`src/rtl/joydir_pkg.sv`:
```
// rtl/joydir_pkg.sv - shared types and helpers for the joystick direction filter
//
// Purpose: lane mode encoding, direction bit indices, the priority picker and
//          the per-mode direction mask used by every joydir_lane.
// Ports:   none (package).
// Config:  JOYDIR_DEBOUNCE_EN is consumed by joydir_lane, not by this package.
package joydir_pkg;

  typedef enum logic [1:0] {
    JD_PASS  = 2'b00,
    JD_WAY4  = 2'b01,
    JD_WAY2H = 2'b10,
    JD_WAY2V = 2'b11
  } joydir_mode_t;

  localparam int JD_UP    = 3;
  localparam int JD_DOWN  = 2;
  localparam int JD_LEFT  = 1;
  localparam int JD_RIGHT = 0;

  // One-hot of the highest set bit; up > down > left > right.
  function automatic logic [3:0] pri4(input logic [3:0] x);
    logic [3:0] r;
    r = 4'b0000;
    if (x[JD_UP])         r[JD_UP]    = 1'b1;
    else if (x[JD_DOWN])  r[JD_DOWN]  = 1'b1;
    else if (x[JD_LEFT])  r[JD_LEFT]  = 1'b1;
    else if (x[JD_RIGHT]) r[JD_RIGHT] = 1'b1;
    return r;
  endfunction

  // Directions a mode is allowed to report.
  function automatic logic [3:0] mode_mask(input joydir_mode_t m);
    logic [3:0] r;
    case (m)
      JD_WAY2H: r = 4'b0011;
      JD_WAY2V: r = 4'b1100;
      default:  r = 4'b1111;
    endcase
    return r;
  endfunction

endpackage

```
`src/rtl/joydir_lane.sv`:
```
// rtl/joydir_lane.sv - one player lane: optional debounce, sync, mask FSM, output register
//
// Purpose: cleans one player's raw U/D/L/R according to the run-time mode.
//          4-way style modes are newest-press-wins with fallback to a still-held
//          direction on release.
// Ports:   clk     - system clock
//          reset   - synchronous active-high reset
//          mode    - lane mode (joydir_mode_t encoding)
//          dir_in  - raw {up,down,left,right}, active-high
//          dir_out - filtered {up,down,left,right}, registered
// Config:  JOYDIR_DEBOUNCE_EN adds a per-bit stability counter of DEBOUNCE_CYCLES
//          ahead of the synchroniser.
module joydir_lane
  import joydir_pkg::*;
#(
  parameter int DEBOUNCE_CYCLES = 16
) (
  input  logic       clk,
  input  logic       reset,
  input  logic [1:0] mode,
  input  logic [3:0] dir_in,
  output logic [3:0] dir_out
);

  logic [3:0] acc_dir;

`ifdef JOYDIR_DEBOUNCE_EN
  localparam int CW = $clog2(DEBOUNCE_CYCLES + 1);

  logic [3:0]    db_q, db_d;
  logic [CW-1:0] cnt_q [4];
  logic [CW-1:0] cnt_d [4];

  // A bit is accepted only after it has differed from the accepted value for
  // DEBOUNCE_CYCLES consecutive cycles; any return to the old value restarts.
  always_comb begin
    db_d = db_q;
    for (int i = 0; i < 4; i++) begin
      cnt_d[i] = cnt_q[i];
      if (dir_in[i] != db_q[i]) begin
        if (cnt_q[i] == CW'(DEBOUNCE_CYCLES - 1)) begin
          db_d[i]  = dir_in[i];
          cnt_d[i] = '0;
        end else begin
          cnt_d[i] = cnt_q[i] + 1'b1;
        end
      end else begin
        cnt_d[i] = '0;
      end
    end
  end

  always_ff @(posedge clk) begin
    if (reset) begin
      db_q <= 4'b0000;
      for (int i = 0; i < 4; i++) cnt_q[i] <= '0;
    end else begin
      db_q <= db_d;
      for (int i = 0; i < 4; i++) cnt_q[i] <= cnt_d[i];
    end
  end

  assign acc_dir = db_q;
`else
  assign acc_dir = dir_in;
`endif

  logic [3:0]   s1_q, s1_d;
  logic [3:0]   s2_q, s2_d;
  logic [3:0]   mask_q, mask_d;
  logic [3:0]   out_q, out_d;
  joydir_mode_t mode_e;
  logic [3:0]   m;
  logic [3:0]   g;
  logic [3:0]   rise_m;

  always_comb begin
    mode_e = joydir_mode_t'(mode);
    m      = mode_mask(mode_e);
    s1_d   = acc_dir;
    s2_d   = s1_q;
    g      = s1_q & m;
    rise_m = s1_q & ~s2_q & m;

    mask_d = mask_q;
    if (mode_e == JD_PASS) begin
      mask_d = 4'b1111;
    end else if (rise_m != 4'b0000) begin
      mask_d = pri4(rise_m);
    end else if (((g & mask_q) == 4'b0000) || (mask_q == 4'b1111)) begin
      // Held direction released (or nothing grabbed yet): take a survivor.
      mask_d = (g != 4'b0000) ? pri4(g) : 4'b1111;
    end

    out_d = (mode_e == JD_PASS) ? s1_q : (g & mask_d);
  end

  always_ff @(posedge clk) begin
    if (reset) begin
      s1_q   <= 4'b0000;
      s2_q   <= 4'b0000;
      mask_q <= 4'b1111;
      out_q  <= 4'b0000;
    end else begin
      s1_q   <= s1_d;
      s2_q   <= s2_d;
      mask_q <= mask_d;
      out_q  <= out_d;
    end
  end

  assign dir_out = out_q;

endmodule

```
`src/rtl/joy_dir_filter.sv`:
```
// rtl/joy_dir_filter.sv - multi-player joystick direction filter top
//
// Purpose: NUM_PLAYERS independent joydir_lane instances with port slicing.
// Ports:   clk     - system clock
//          reset   - synchronous active-high reset
//          mode    - lane p mode at [2p+1:2p]: 00 PASS, 01 WAY4, 10 WAY2H, 11 WAY2V
//          dir_in  - lane p raw {up,down,left,right} at [4p+3:4p]
//          dir_out - lane p filtered directions, same packing, registered
// Config:  JOYDIR_DEBOUNCE_EN enables per-bit debounce of DEBOUNCE_CYCLES.
module joy_dir_filter
  import joydir_pkg::*;
#(
  parameter int NUM_PLAYERS     = 2,
  parameter int DEBOUNCE_CYCLES = 16
) (
  input  logic                     clk,
  input  logic                     reset,
  input  logic [2*NUM_PLAYERS-1:0] mode,
  input  logic [4*NUM_PLAYERS-1:0] dir_in,
  output logic [4*NUM_PLAYERS-1:0] dir_out
);

  for (genvar p = 0; p < NUM_PLAYERS; p++) begin : g_lane
    joydir_lane #(
      .DEBOUNCE_CYCLES(DEBOUNCE_CYCLES)
    ) u_lane (
      .clk    (clk),
      .reset  (reset),
      .mode   (mode[2*p +: 2]),
      .dir_in (dir_in[4*p +: 4]),
      .dir_out(dir_out[4*p +: 4])
    );
  end

endmodule
```
`config.mk`:
```
export PLATFORM = sky130hd
export DESIGN_NAME = joy_dir_filter
export DESIGN_NICKNAME = d
export VERILOG_FILES = /design/src/rtl/joydir_pkg.sv /design/src/rtl/joydir_lane.sv /design/src/rtl/joy_dir_filter.sv
export SDC_FILE = /design/constraint.sdc
export NUM_CORES = 1
export LEC_CHECK = 0
export BUFFER_PORTS_ARGS = -buffer_cell sky130_fd_sc_hd__buf_2
export CAP_MARGIN = 20
export CORE_AREA = 2 2 57 65
export DETAILED_ROUTE_END_ITERATION = 16
export DIE_AREA = 0 0 59 67
export GPL_TIMING_DRIVEN = 0
export PLACE_DENSITY = 0.72
export SLEW_MARGIN = 5
export SYNTH_ARGS = -nofsm -noshare
export SYNTH_HDL_FRONTEND = slang
export SYNTH_SLANG_ARGS = --single-unit
```
`constraint.sdc`:
```
create_clock -name clk -period 1.67 [get_ports clk]
set_input_delay 0.2505 -clock clk [delete_from_list [all_inputs] [get_ports clk]]
set_output_delay 0.2505 -clock clk [all_outputs]
set_load 0.02 [all_outputs]
```
# Word level (Yosys, flattened, before mapping)
# Index checks and enable logic that the tools add are counted.
op_classes:
  n_addsub: 0
  n_mul: 0
  div: 0
  order_cmp: 0
  n_eq_ne: 6
  shift: 0
  mux: 40
  bitwise_logic: 12
  reduce_logical: 10
op_table:
  columns: ["operator", "n"]
  rows:
  - ["AND 4 bit", 10]
  - ["2-to-1 mux 4 bit", 10]
  - ["2-to-1 mux 1 bit", 20]
  - ["one-hot mux 4 bit (2 select lines)", 2]
  - ["nonzero test 4 bit", 4]
  - ["2-to-1 mux 3 bit", 4]
  - ["== test 2 bit (second input constant)", 4]
  - ["== test 4 bit (second input constant)", 2]
  - ["logical NOT 4 bit", 2]
  - ["2-to-1 mux 2 bit", 4]
  - ["NOT 4 bit", 2]
  - ["logical NOT 2 bit", 2]
  - ["logical OR 1 bit", 2]
word_totals:
  register_bits: 32
  latchBits: 0
  ramBits: 0
  rom_bits: 0
  inputBits: 14
  out_inout_bits: 8
  memories: 0

# Depth between registers and ports, before layout
# Gate-level depths: netlist of run 1.
logic_depth:
  ltp_word: 13
  mapped_depth: 7
  depth_no_buf: 6

# By module
# Synthesis of run 1 repeated with hierarchy kept, for this count alone.
hier_totals:
  hier_cells: 180
  hier_area_um2: 1671.6
by_module_without_submodules:
  columns: ["mod", "instances", "cells_per_inst", "area_per_inst_um2", "seq_area_each_um2"]
  rows:
  - ["joydir_lane", 2, 90, 835.8, 320.3]

# Worst setup path after synthesis of run 1
# OpenSTA, ideal clock, no wires.
synth_path:
  path_kind: "register to register"
  start: "register g_lane[1].u_lane.s1_q[3]"
  end: "register g_lane[1].u_lane.mask_q[2]"
  setup_time_ps: 127
  arrival_time_ps: 1479
  setup_slack_ps: 64
  path_stages_with_launch: 8
  path_buffers: 1
  period_less_slack_ps: 1606
  path_cell_list: "dfxtp_1 > buf_2 > nand2_1 > o211a_4 > o21ai_2 > a221oi_2 > a21oi_1 > or3_1"
synth_between:
  elab_chain_cells: 7
  word_cells_on_any_way: 14
  classes_between: "mux: 6; bitwise: 4; reduce/logical: 4"
synth_lines:
  columns: ["element", "line", "source"]
  rows:
  - ["start, declared", "joydir_lane.sv:68", "logic [3:0] s1_q, s1_d;"]
  - ["start signal, assigned", "joydir_lane.sv:100", "s1_q <= 4'b0000;"]
  - ["start signal, assigned", "joydir_lane.sv:105", "s1_q <= s1_d;"]
  - ["AND 4 bit", "joydir_lane.sv:82", "g = s1_q & m;"]
  - ["AND 4 bit", "joydir_lane.sv:90", "end else if (((g & mask_q) == 4'b0000) || (mask_q == 4'b1111)) begin"]
  - ["logical NOT 4 bit", "joydir_lane.sv:90", null]
  - ["logical OR 1 bit", "joydir_lane.sv:90", null]
  - ["2-to-1 mux 4 bit", "joydir_lane.sv:90", null]
  - ["2-to-1 mux 4 bit *", "joydir_lane.sv:88", "end else if (rise_m != 4'b0000) begin"]
  - ["2-to-1 mux 4 bit *", "joydir_lane.sv:86", "if (mode_e == JD_PASS) begin"]
  - ["end signal, assigned", "joydir_lane.sv:107", "mask_q <= mask_d;"]
  - ["end, declared", "joydir_lane.sv:70", "logic [3:0] mask_q, mask_d;"]
# Mark *: on every way between the ends. The rest lies on a longest branch, timed or not.
# A chain may end at the register's enable or synchronous reset.

# Worst setup path after layout of run 1
layout_path:
  start: "register g_lane[0].u_lane.s1_q[2]"
  end: "register g_lane[0].u_lane.out_q[0]"
layout_between:
  elab_chain_cells: 9
  word_cells_on_any_way: 18
  classes_between: "mux: 9; bitwise: 5; reduce/logical: 4"
layout_lines:
  columns: ["element", "line", "source"]
  rows:
  - ["start, declared", "joydir_lane.sv:68", null]
  - ["start signal, assigned", "joydir_lane.sv:100", null]
  - ["start signal, assigned", "joydir_lane.sv:105", null]
  - ["AND 4 bit", "joydir_lane.sv:82", null]
  - ["2-to-1 mux 2 bit or AND 4 bit (tied branches)", "joydir_pkg.sv:26, joydir_lane.sv:90", null]
  - ["2-to-1 mux 3 bit or logical NOT 4 bit (tied branches)", "joydir_pkg.sv:25, joydir_lane.sv:90", null]
  - ["2-to-1 mux 4 bit or logical OR 1 bit (tied branches)", "joydir_lane.sv:92, joydir_lane.sv:90", null]
  - ["2-to-1 mux 4 bit", "joydir_lane.sv:90", null]
  - ["2-to-1 mux 4 bit *", "joydir_lane.sv:88", null]
  - ["2-to-1 mux 4 bit *", "joydir_lane.sv:86", null]
  - ["AND 4 bit *", "joydir_lane.sv:95", "out_d = (mode_e == JD_PASS) ? s1_q : (g & mask_d);"]
  - ["2-to-1 mux 4 bit *", "joydir_lane.sv:95", null]
  - ["end signal, assigned", "joydir_lane.sv:108", "out_q <= out_d;"]
  - ["end, declared", "joydir_lane.sv:71", "logic [3:0] out_q, out_d;"]
# Marked as above.

==> reports/results.tsv, run 1 <==
stage	metric	value	unit
synthesis	EDFF count, synth	0	
critical_path	crit path kind	reg2reg	
finish	nets	226	
routing	vias	1456	
floorplanning	# rows	22	
grt	largest net degree at the start of global routing	11	
floorplanning	die area	3950	um2
timing	unrepaired setup endpoints after global routing	true	
finish	share of cells above drive strength 1	31.5	%
grt	GR Util All Layers	20.8	%
finish	Layout area overhead	18.5	%
critical_path	Max stage delay on crit path	0.41	ns
synthesis	mapped cell area	1600	um2
clocking	hold_buf cts	0	
timing	hold violation total from the final report	0	
grt	global-route wire length before repair	6.12	mm
finish	Antenna Cells	0	
worst_hold_path	Hold WC Path Type	in2reg	
clocking	CTS clk-pin slew, worst paths	0.10	ns
clocking	CTS sink cnt	32	
critical_path	family with the most delay on the worst path	compound AO/OA/AOI/OAI gates	
routing	DRT Pass-1 Iters	4	
finish	Final Non-Filler Cells	249	
critical_path	CP max-delay cell	dfxtp_4	
timing	fmax	594	MHz
routing	mean routed wirelength per cell	14.8	um
routing	Routed WL	3.69	mm
timing	Worst Setup Slack, final	-0.0127	ns
pwr	VDD IR max	0.489	mV
placed_design	PortBufs	19	
clocking	root buf cell	clkbuf_4	
critical_path	CP Max Fanout	7	
pwr	PwrDens	895	nW/um2
timing	worst rel slew slack	62.0	%
grt	most used routing layer	met2	
routing	Antenna Nets Post-Route	0	
flow_run	Max Cap Violations	0	
placed_design	Placer Congestion	0.974	
synthesis	synth unique cells	51	
clocking	CTS tree	yes	
synthesis	Post-Syn Nets	197	
critical_path	cell breakdown of the critical path	a22oi_2 > o22a_1 > a41oi_2 > o211ai_1 > maj3_2 > nor3_2	
synthesis	register area share after synthesis	40.1	%
routing	Vias/cell	5.85	
floorplanning	Starting Density	49.2	%
critical_path	Data required, critical path	1.92	ns
floorplanning	I/O pins	22	
timing	Worst Max-Slew Pin Slew	0.570	ns
floorplanning	die width	59	um
synthesis	Ys Warns	0	
synthesis	mean area per synthesized cell	8.73	um2
timing	final setup fails	1	
timing	Final Max Slew Viols	0	
clocking	htree depth	2	
routing	initial drt markers	92	
grt	met1 GRT Util	21.8	%
critical_path	Worst EP arrival	1.94	ns
synthesis	synthesis-stage register bit count	32	
timing	TNS Setup	-0.0127	ns
clocking	maximum buffer depth of the clock tree	2	
critical_path	crit path capture type	flop	
run_status	outcome	complete, but fails checks	
synthesis	Mapped Cells	183	
routing	DRC Markers	0	
grt	residual overflow from global routing	0	
placed_design	Setup WS pre-CTS	-0.175	ns
grt	met3 global-route usage	5.05	%
grt	M2 GR Usage	37.4	%
placed_design	Placed Cells	238	
run_status	failing checks	setup timing	
placed_design	post-detail-place hpwl	2.78	mm
synthesis	Post-synth top flop	dfxtp_1	
clocking	clock latency on the worst-skew pair	0.33	ns
floorplanning	Die Ht	67	um
clocking	cts bufs inserted	5	
grt	initial antenna violation count	0	
pwr	Lkg Pwr	0.761	nW
grt	number of global-route vias before repair	1394	
synthesis	asr flop ratio synth	0	%
critical_path	CP Buf/Inv Count	0	
critical_path	nature of the critical path startpoint	flop	
pwr	Total Power	0.00169	W
floorplanning	core outline area	3250	um2
timing	Tcrit/Tclk final	101	%
timing	Clock Skew	0.0103	ns
timing	Final min period	1.68	ns
==> worst reg2reg max path, delay by kind of cell, from the launching register on <==
kind | cells | cell delay (ns)
adders and majority gates | 1 | 0.34
and+or+nand+nor | 1 | 0.10
AOI/OAI and AO/OA | 4 | 0.76
DFF | 1 | 0.41
==> cell families after synthesis <==
| group | after synthesis | share of synthesized area [%] |
|---|---|---|
| buffers and inverters | 15 | 4.78 |
| AOI/OAI and AO/OA | 61 | 29.1 |
| and+or+nand+nor | 74 | 25.4 |
| adders and majority gates | 1 | 0.705 |
| DFF | 32 | 40.1 |
==> final cells by class <==
class / count / area (um2)
fillers: 333 / 1360
multi-input cells: 136 / 927
flip-flops and latches: 32 / 663
repair buffers: 23 / 125
clock buffers: 6 / 51.3
well taps: 36 / 45.0
plain buffers: 6 / 41.3
inverters: 8 / 30.0
clock inverters: 2 / 10.0
==> what timing repair did <==
| action | in CTS | in global routing |
|---|---|---|
| setup buffers | 1 | 3 |
| cloned | 0 | 0 |
| pin swaps | 2 | 7 |
| resized for setup | 9 | 15 |
| endpoints found under the setup margin | 9 | 12 |
==> Yosys cell counts (all sizes together), types with 2 or more instances <==
cell / number / share of area [%]
o31ai: 2 / 0.94
a221oi: 3 / 2.0
a22oi: 2 / 0.94
o211ai: 3 / 1.4
o22ai: 4 / 1.6
and2: 2 / 0.78
nor2b: 16 / 6.7
inv: 8 / 1.9
nand2b: 11 / 4.3
nand3: 2 / 0.63
or3: 2 / 0.78
a211oi: 2 / 1.3
clkbuf: 2 / 0.47
o21ai: 10 / 3.4
o21a: 3 / 1.4
a31oi: 2 / 0.78
a21oi: 15 / 5.6
dfxtp: 32 / 40
nand3b: 3 / 1.4
nand2: 14 / 3.4
a21o: 3 / 1.5
buf: 5 / 2.4
o211a: 3 / 2.3
nor2: 13 / 3.1
nor3: 8 / 2.8
==> metal layers <==
metal  share of wire [%]  up-vias
li1                    -      722
met1                  40      694
met2                  53       28
met3                 3.1       12
met4                 3.3        0
met5                   0        -
==> registers in the layout, indices dropped and copies added (netlist names) <==
signal	flops
g_lane.u_lane.s1_q	8
g_lane.u_lane.dir_out	8
g_lane.u_lane.s2_q	8
g_lane.u_lane.mask_q	8
==> metrics by stage <==
stage	util [%]	cell area, um2	hold slack (ns)
finish	58.3	1890	0.121
global route	58.3	1890	0.111
CTS	56.1	1820	0.110
detailed placement	53.5	1740	0.467
global placement	53.5	1740	0.459
floorplan	-	1600	0.334
==> report_power, final <==
group,internal (W),switching [W],total [W]
Sequential,0.000811,0.0000473,0.000858
Clock,0.000200,0.000255,0.000455
Combinational,0.000172,0.000209,0.000382
==> path summary, 6_finish.rpt <==
check,slack [ns],end,cells after the start,from
hold / removal,0.12,g_lane[0].u_lane.s1_q[3],2,dir_in[3]
hold reg to reg,0.54,g_lane[1].u_lane.s2_q[1],1,g_lane[1].u_lane.s1_q[1]
setup / recovery,-0.01,g_lane[0].u_lane.dir_out[0],6,g_lane[0].u_lane.s1_q[2]
setup reg to reg,-0.01,g_lane[0].u_lane.dir_out[0],6,g_lane[0].u_lane.s1_q[2]
==> placed cells by master (no fill, tap or decap), types with 3 or more instances in the layout <==
master	count
dfxtp_1	22
buf_2	19
nor2b_1	14
nor2_1	13
a21oi_1	12
nand2b_1	11
nand2_1	11
inv_1	8
o21ai_0	8
nor3_1	7
dfxtp_2	6
buf_4	5
clkbuf_4	5
o22ai_1	4
dfxtp_4	4
o21a_1	3
o211ai_1	3
nand3b_1	3
Power figures use the tool's default switching activity.
==> run 2: changes to the inputs <==
--- a/config.mk
+++ b/config.mk
@@ -12,6 +12,7 @@
 export DIE_AREA = 0 0 59 67
 export GPL_TIMING_DRIVEN = 0
 export PLACE_DENSITY = 0.72
+export SKIP_LAST_GASP = 1
 export SLEW_MARGIN = 5
 export SYNTH_ARGS = -nofsm -noshare
 export SYNTH_HDL_FRONTEND = slang
==> constraint.sdc (replaced) <==
create_clock -name clk -period 1.67 [get_ports clk]
set_input_delay 0.2505 -clock clk [delete_from_list [all_inputs] [get_ports clk]]
set_output_delay 0.2505 -clock clk [all_outputs]
set_load 0.005 [all_outputs]
==> reports/results.tsv, run 2 (synthesized netlist as in run 1, its figures left out) <==
stage	metric	value	unit
run_status	outcome	complete, but fails checks	
run_status	failing checks	setup timing	
floorplanning	die width	59	um
placed_design	post-detail-place hpwl	2.78	mm
pwr	PwrDens	892	nW/um2
placed_design	Placed Cells	238	
routing	mean routed wirelength per cell	14.7	um
critical_path	nature of the critical path startpoint	flop	
critical_path	Max stage delay on crit path	0.41	ns
placed_design	PortBufs	19	
routing	initial drt markers	75	
placed_design	Placer Congestion	0.974	
grt	GR Util All Layers	20.8	%
clocking	CTS tree	yes	
finish	cell area after layout	1890	um2
clocking	CTS sink cnt	32	
worst_hold_path	Hold WC Path Type	in2reg	
routing	DRT Pass-1 Iters	4	
grt	number of global-route vias before repair	1394	
floorplanning	Die Ht	67	um
grt	initial antenna violation count	0	
pwr	Lkg Pwr	0.762	nW
critical_path	crit path kind	reg2reg	
critical_path	CP Max Fanout	6	
floorplanning	# rows	22	
placed_design	Post-DP Area	1740	um2
grt	residual overflow from global routing	0	
clocking	hold_buf cts	0	
critical_path	crit path capture type	flop	
routing	Vias/cell	5.80	
timing	Final Max Slew Viols	0	
timing	Final min period	1.74	ns
critical_path	Data required, critical path	1.88	ns
finish	Antenna Cells	0	
finish	Layout area overhead	18.2	%
routing	DRC Markers	0	
finish	total of fill cells in the finished design	329	
grt	global-route wire length before repair	6.12	mm
grt	largest net degree at the start of global routing	11	
timing	unrepaired setup endpoints after global routing	true	
timing	final setup fails	4	
floorplanning	I/O pins	22	
floorplanning	die area	3950	um2
floorplanning	core outline area	3250	um2
clocking	root buf cell	clkbuf_4	
critical_path	Critical Path Start	g_lane[0].u_lane.s1_q[0]	
clocking	clock latency on the worst-skew pair	0.33	ns
timing	fmax	575	MHz
routing	Routed WL	3.67	mm
timing	Tcrit/Tclk final	104	%
critical_path	worst reg2reg setup slack	-0.07	ns
timing	Worst Max-Slew Pin Slew	0.574	ns
clocking	htree depth	2	
timing	Worst Setup Slack, final	-0.0682	ns
routing	vias	1443	
critical_path	R2R cell count	6	
clocking	cts bufs inserted	5	
critical_path	Setup crit end	g_lane[0].u_lane.mask_q[2]	
critical_path	Reg-to-Reg Start	g_lane[0].u_lane.s1_q[0]	
pwr	VDD IR max	0.488	mV
pwr	Total Power	0.00168	W
timing	worst rel slew slack	61.7	%
finish	most frequent cells in the layout	dfxtp_1 (23), buf_2 (19), nor2b_1 (14), nor2_1 (13), a21oi_1 (12)	
critical_path	r2r endpoint	g_lane[0].u_lane.mask_q[2]	
clocking	maximum buffer depth of the clock tree	2	
finish	nets	226	
finish	Final Non-Filler Cells	249	
timing	Clock Skew	0.0101	ns
placed_design	Setup WS pre-CTS	-0.175	ns
floorplanning	Starting Density	49.2	%
critical_path	Worst EP arrival	1.95	ns
timing	TNS Setup	-0.189	ns
routing	Antenna Nets Post-Route	0	
critical_path	CP max-delay cell	a221oi_1	
finish	most common cell after layout, fill and taps aside	dfxtp_1	
flow_run	Max Cap Violations	0	
finish	share of cells above drive strength 1	31.0	%
timing	hold violation total from the final report	0	
clocking	CTS clk-pin slew, worst paths	0.10	ns
critical_path	cell breakdown of the critical path	a22oi_1 > o22a_1 > a41oi_2 > a221oi_1 > a21o_1 > o211ai_1	
## run 2: worst max-delay path, delay by kind of cell (launching register included)
kind / cells / cell delay, ns
AO/OA/AOI/OAI: 6 / 1.25
flip-flops: 1 / 0.37
## run 2: layer usage
layer	global-route usage, %	up-vias	part of all wire (%)
met5	0	-	0
met4	11.6	0	3.2
met3	5.05	11	2.7
met2	37.4	21	54
met1	21.8	691	40
li1	-	720	-
## run 2: per-stage QoR
step / hold WS [ns] / util, %
floorplan: 0.334 / -
detailed placement: 0.467 / 53.5
CTS: 0.110 / 56.0
finish: 0.121 / 58.1
global placement: 0.459 / 53.5
global route: 0.110 / 58.1
## run 2: where the power goes
group	total [W]	leakage [nW]	internal (W)	switching [W]
combinational	0.000369	0.457	0.000171	0.000198
sequential	0.000859	0.266	0.000812	0.0000477
clock	0.000456	0.0380	0.000200	0.000256
## run 2: worst min path at each step
stage                               endpoint      start  slack, ns  cells after the start
finish              g_lane[0].u_lane.s1_q[3]  dir_in[3]       0.12                      2
global route        g_lane[0].u_lane.s1_q[3]  dir_in[3]       0.11                      2
CTS                 g_lane[0].u_lane.s1_q[3]  dir_in[3]       0.11                      2
detailed placement  g_lane[1].u_lane.s1_q[1]  dir_in[5]       0.47                      2
global placement    g_lane[1].u_lane.s1_q[1]  dir_in[5]       0.46                      2
floorplan           g_lane[0].u_lane.s2_q[2]      reset       0.33                      1
## run 2: repair_timing
item	4_1_cts	5_1_grt
gates resized for setup	8	14
pin swaps	2	6
buffers inserted	1	3
cloned	0	0
endpoints found under the setup margin	9	12
## run 2: area by class of cell
class	instances	area [um2]	share of cell area (%)
plain buffers	6	41.3	2.19
clock buffers	6	51.3	2.72
clock inverters	2	10.0	0.530
inverters	8	30.0	1.59
multi-input cells	136	928	49.2
flip-flops and latches	32	657	34.8
well taps	36	45.0	2.39
repair buffers	23	125	6.63
==> run 3: changes to the inputs <==
==> constraint.sdc (replaced) <==
create_clock -name clk -period 1.67 [get_ports clk]
set_input_delay 0.501 -clock clk [delete_from_list [all_inputs] [get_ports clk]]
set_output_delay 0.501 -clock clk [all_outputs]
set_load 0.005 [all_outputs]
==> reports/results.tsv, run 3 (synthesized netlist as in run 1, its figures left out) <==
stage	metric	value	unit
routing	DRT Pass-1 Iters	4	
floorplanning	Starting Density	49.2	%
worst_hold_path	Hold WC Path Type	in2reg	
finish	Antenna Cells	0	
floorplanning	I/O pins	22	
timing	Final min period	1.72	ns
floorplanning	Die Ht	67	um
floorplanning	die width	59	um
routing	DRC Markers	0	
pwr	PwrDens	968	nW/um2
finish	fin util	61.9	%
finish	Layout area overhead	25.9	%
flow_run	Max Cap Violations	0	
routing	vias	1517	
finish	share of cells above drive strength 1	34.2	%
clocking	CTS sink cnt	32	
routing	initial drt markers	104	
finish	most frequent cells in the layout	dfxtp_1 (25), buf_2 (18), nor2b_1 (14), nor2_1 (13)	
grt	number of global-route vias before repair	1350	
finish	nets	232	
routing	Top Metal Used	met4	
grt	global-route wire length before repair	6.13	mm
placed_design	post-detail-place hpwl	2.89	mm
timing	final setup fails	2	
placed_design	Setup WS pre-CTS	-0.360	ns
routing	met2 WL	2.22	mm
pwr	Lkg Pwr	0.826	nW
grt	GR Util All Layers	21.1	%
critical_path	crit path capture type	flop	
finish	most common cell after layout, fill and taps aside	dfxtp_1	
finish	Final Non-Filler Cells	255	
pwr	VDD IR max	0.625	mV
placed_design	Placed Cells	238	
floorplanning	die area	3950	um2
routing	Routed WL	4.12	mm
floorplanning	# rows	22	
grt	largest net degree at the start of global routing	11	
run_status	outcome	complete, but fails checks	
placed_design	PortBufs	19	
grt	residual overflow from global routing	0	
clocking	cts bufs inserted	5	
routing	metal3 WL	159	um
timing	fmax	580	MHz
timing	Clock Skew	0.0112	ns
placed_design	Placer Congestion	0.953	
timing	Tcrit/Tclk final	103	%
critical_path	Data required, critical path	1.89	ns
timing	Final Max Slew Viols	0	
timing	Worst Setup Slack, final	-0.0533	ns
timing	Worst Max-Slew Pin Slew	0.549	ns
clocking	CTS tree	yes	
critical_path	Worst EP arrival	1.94	ns
critical_path	crit path kind	in2reg	
run_status	failing checks	setup timing	
clocking	root buf cell	clkbuf_4	
critical_path	CP Max Fanout	5	
routing	Vias/cell	5.95	
clocking	clock latency on the worst-skew pair	0.34	ns
critical_path	nature of the critical path startpoint	primary input	
clocking	htree depth	2	
timing	hold violation total from the final report	0	
clocking	CTS clk-pin slew, worst paths	0.10	ns
routing	mean routed wirelength per cell	16.1	um
floorplanning	core outline area	3250	um2
timing	worst rel slew slack	63.4	%
grt	initial antenna violation count	0	
timing	unrepaired setup endpoints after global routing	true	
routing	Antenna Nets Post-Route	0	
clocking	maximum buffer depth of the clock tree	2	
clocking	hold_buf cts	0	
routing	M1 WL	1.59	mm
run 3: cell count changes in the layout (fill, tap and decap cells not counted), moves of 2 or more:
cell / before / now
dfxtp_2: 7 / 5
a221oi_1: 2 / 0
clkinv_2: 2 / 0
buf_4: 5 / 10
dfxtp_1: 23 / 25
run 3: worst paths after layout:
| path | from | end | slack (ns) | depth (start not counted) |
|---|---|---|---|---|
| worst max-delay path | mode[2] | g_lane[1].u_lane.mask_q[2] | -0.05 | 7 |
| worst min-delay path | dir_in[5] | g_lane[1].u_lane.s1_q[1] | 0.36 | 2 |
| worst max register to register | g_lane[1].u_lane.s1_q[3] | g_lane[1].u_lane.mask_q[2] | -0.03 | 7 |
| worst min register to register | g_lane[1].u_lane.s2_q[3] | g_lane[1].u_lane.dir_out[3] | 0.51 | 1 |
run 3: per-layer routing:
layer  global-route usage, %  up-vias
met5                       0        -
met1                    22.1      720
met3                    5.05       16
met4                    11.4        0
met2                    38.1       51
li1                        -      730
run 3: what timing repair did:
action,in CTS,in global routing
pin swaps,6,7
buffers inserted,3,6
gates resized for setup,12,14
setup endpoints to repair,10,12
run 3: stage by stage:
stage | setup TNS (ns) | cell area (um2) | hold WS (ns) | power (W)
after global routing | -0.229 | 2010 | 0.369 | 0.00203
after CTS | -0.00669 | 1910 | 0.357 | 0.00190
final | -0.0786 | 2010 | 0.362 | 0.00195
after global placement | -3.41 | 1760 | 0.500 | 0.00122
after detailed placement | -3.80 | 1760 | 0.493 | 0.00123
after floorplan | -0.658 | 1620 | 0.464 | 0.00114
run 3: critical path: stages:
cell and delay, ns:
buf_6 0.09, and2b_4 0.28, o211a_4 0.20, o21ai_4 0.07, a221oi_4 0.33, a21oi_1 0.10
or3_1 0.36
run 3: final cells by class:
type	instances	area (um2)
clock inverters	1	30.0
repair buffers	28	169
well taps	36	45.0
clock buffers	7	65.1
plain buffers	7	57.6
inverters	8	30.0
fillers	284	1240
multi-input cells	136	961
flip-flops and latches	32	654
run 3: power breakdown:
group,switching (W),internal [W]
registers,0.0000459,0.000811
clock network,0.000264,0.000397
logic,0.000230,0.000199
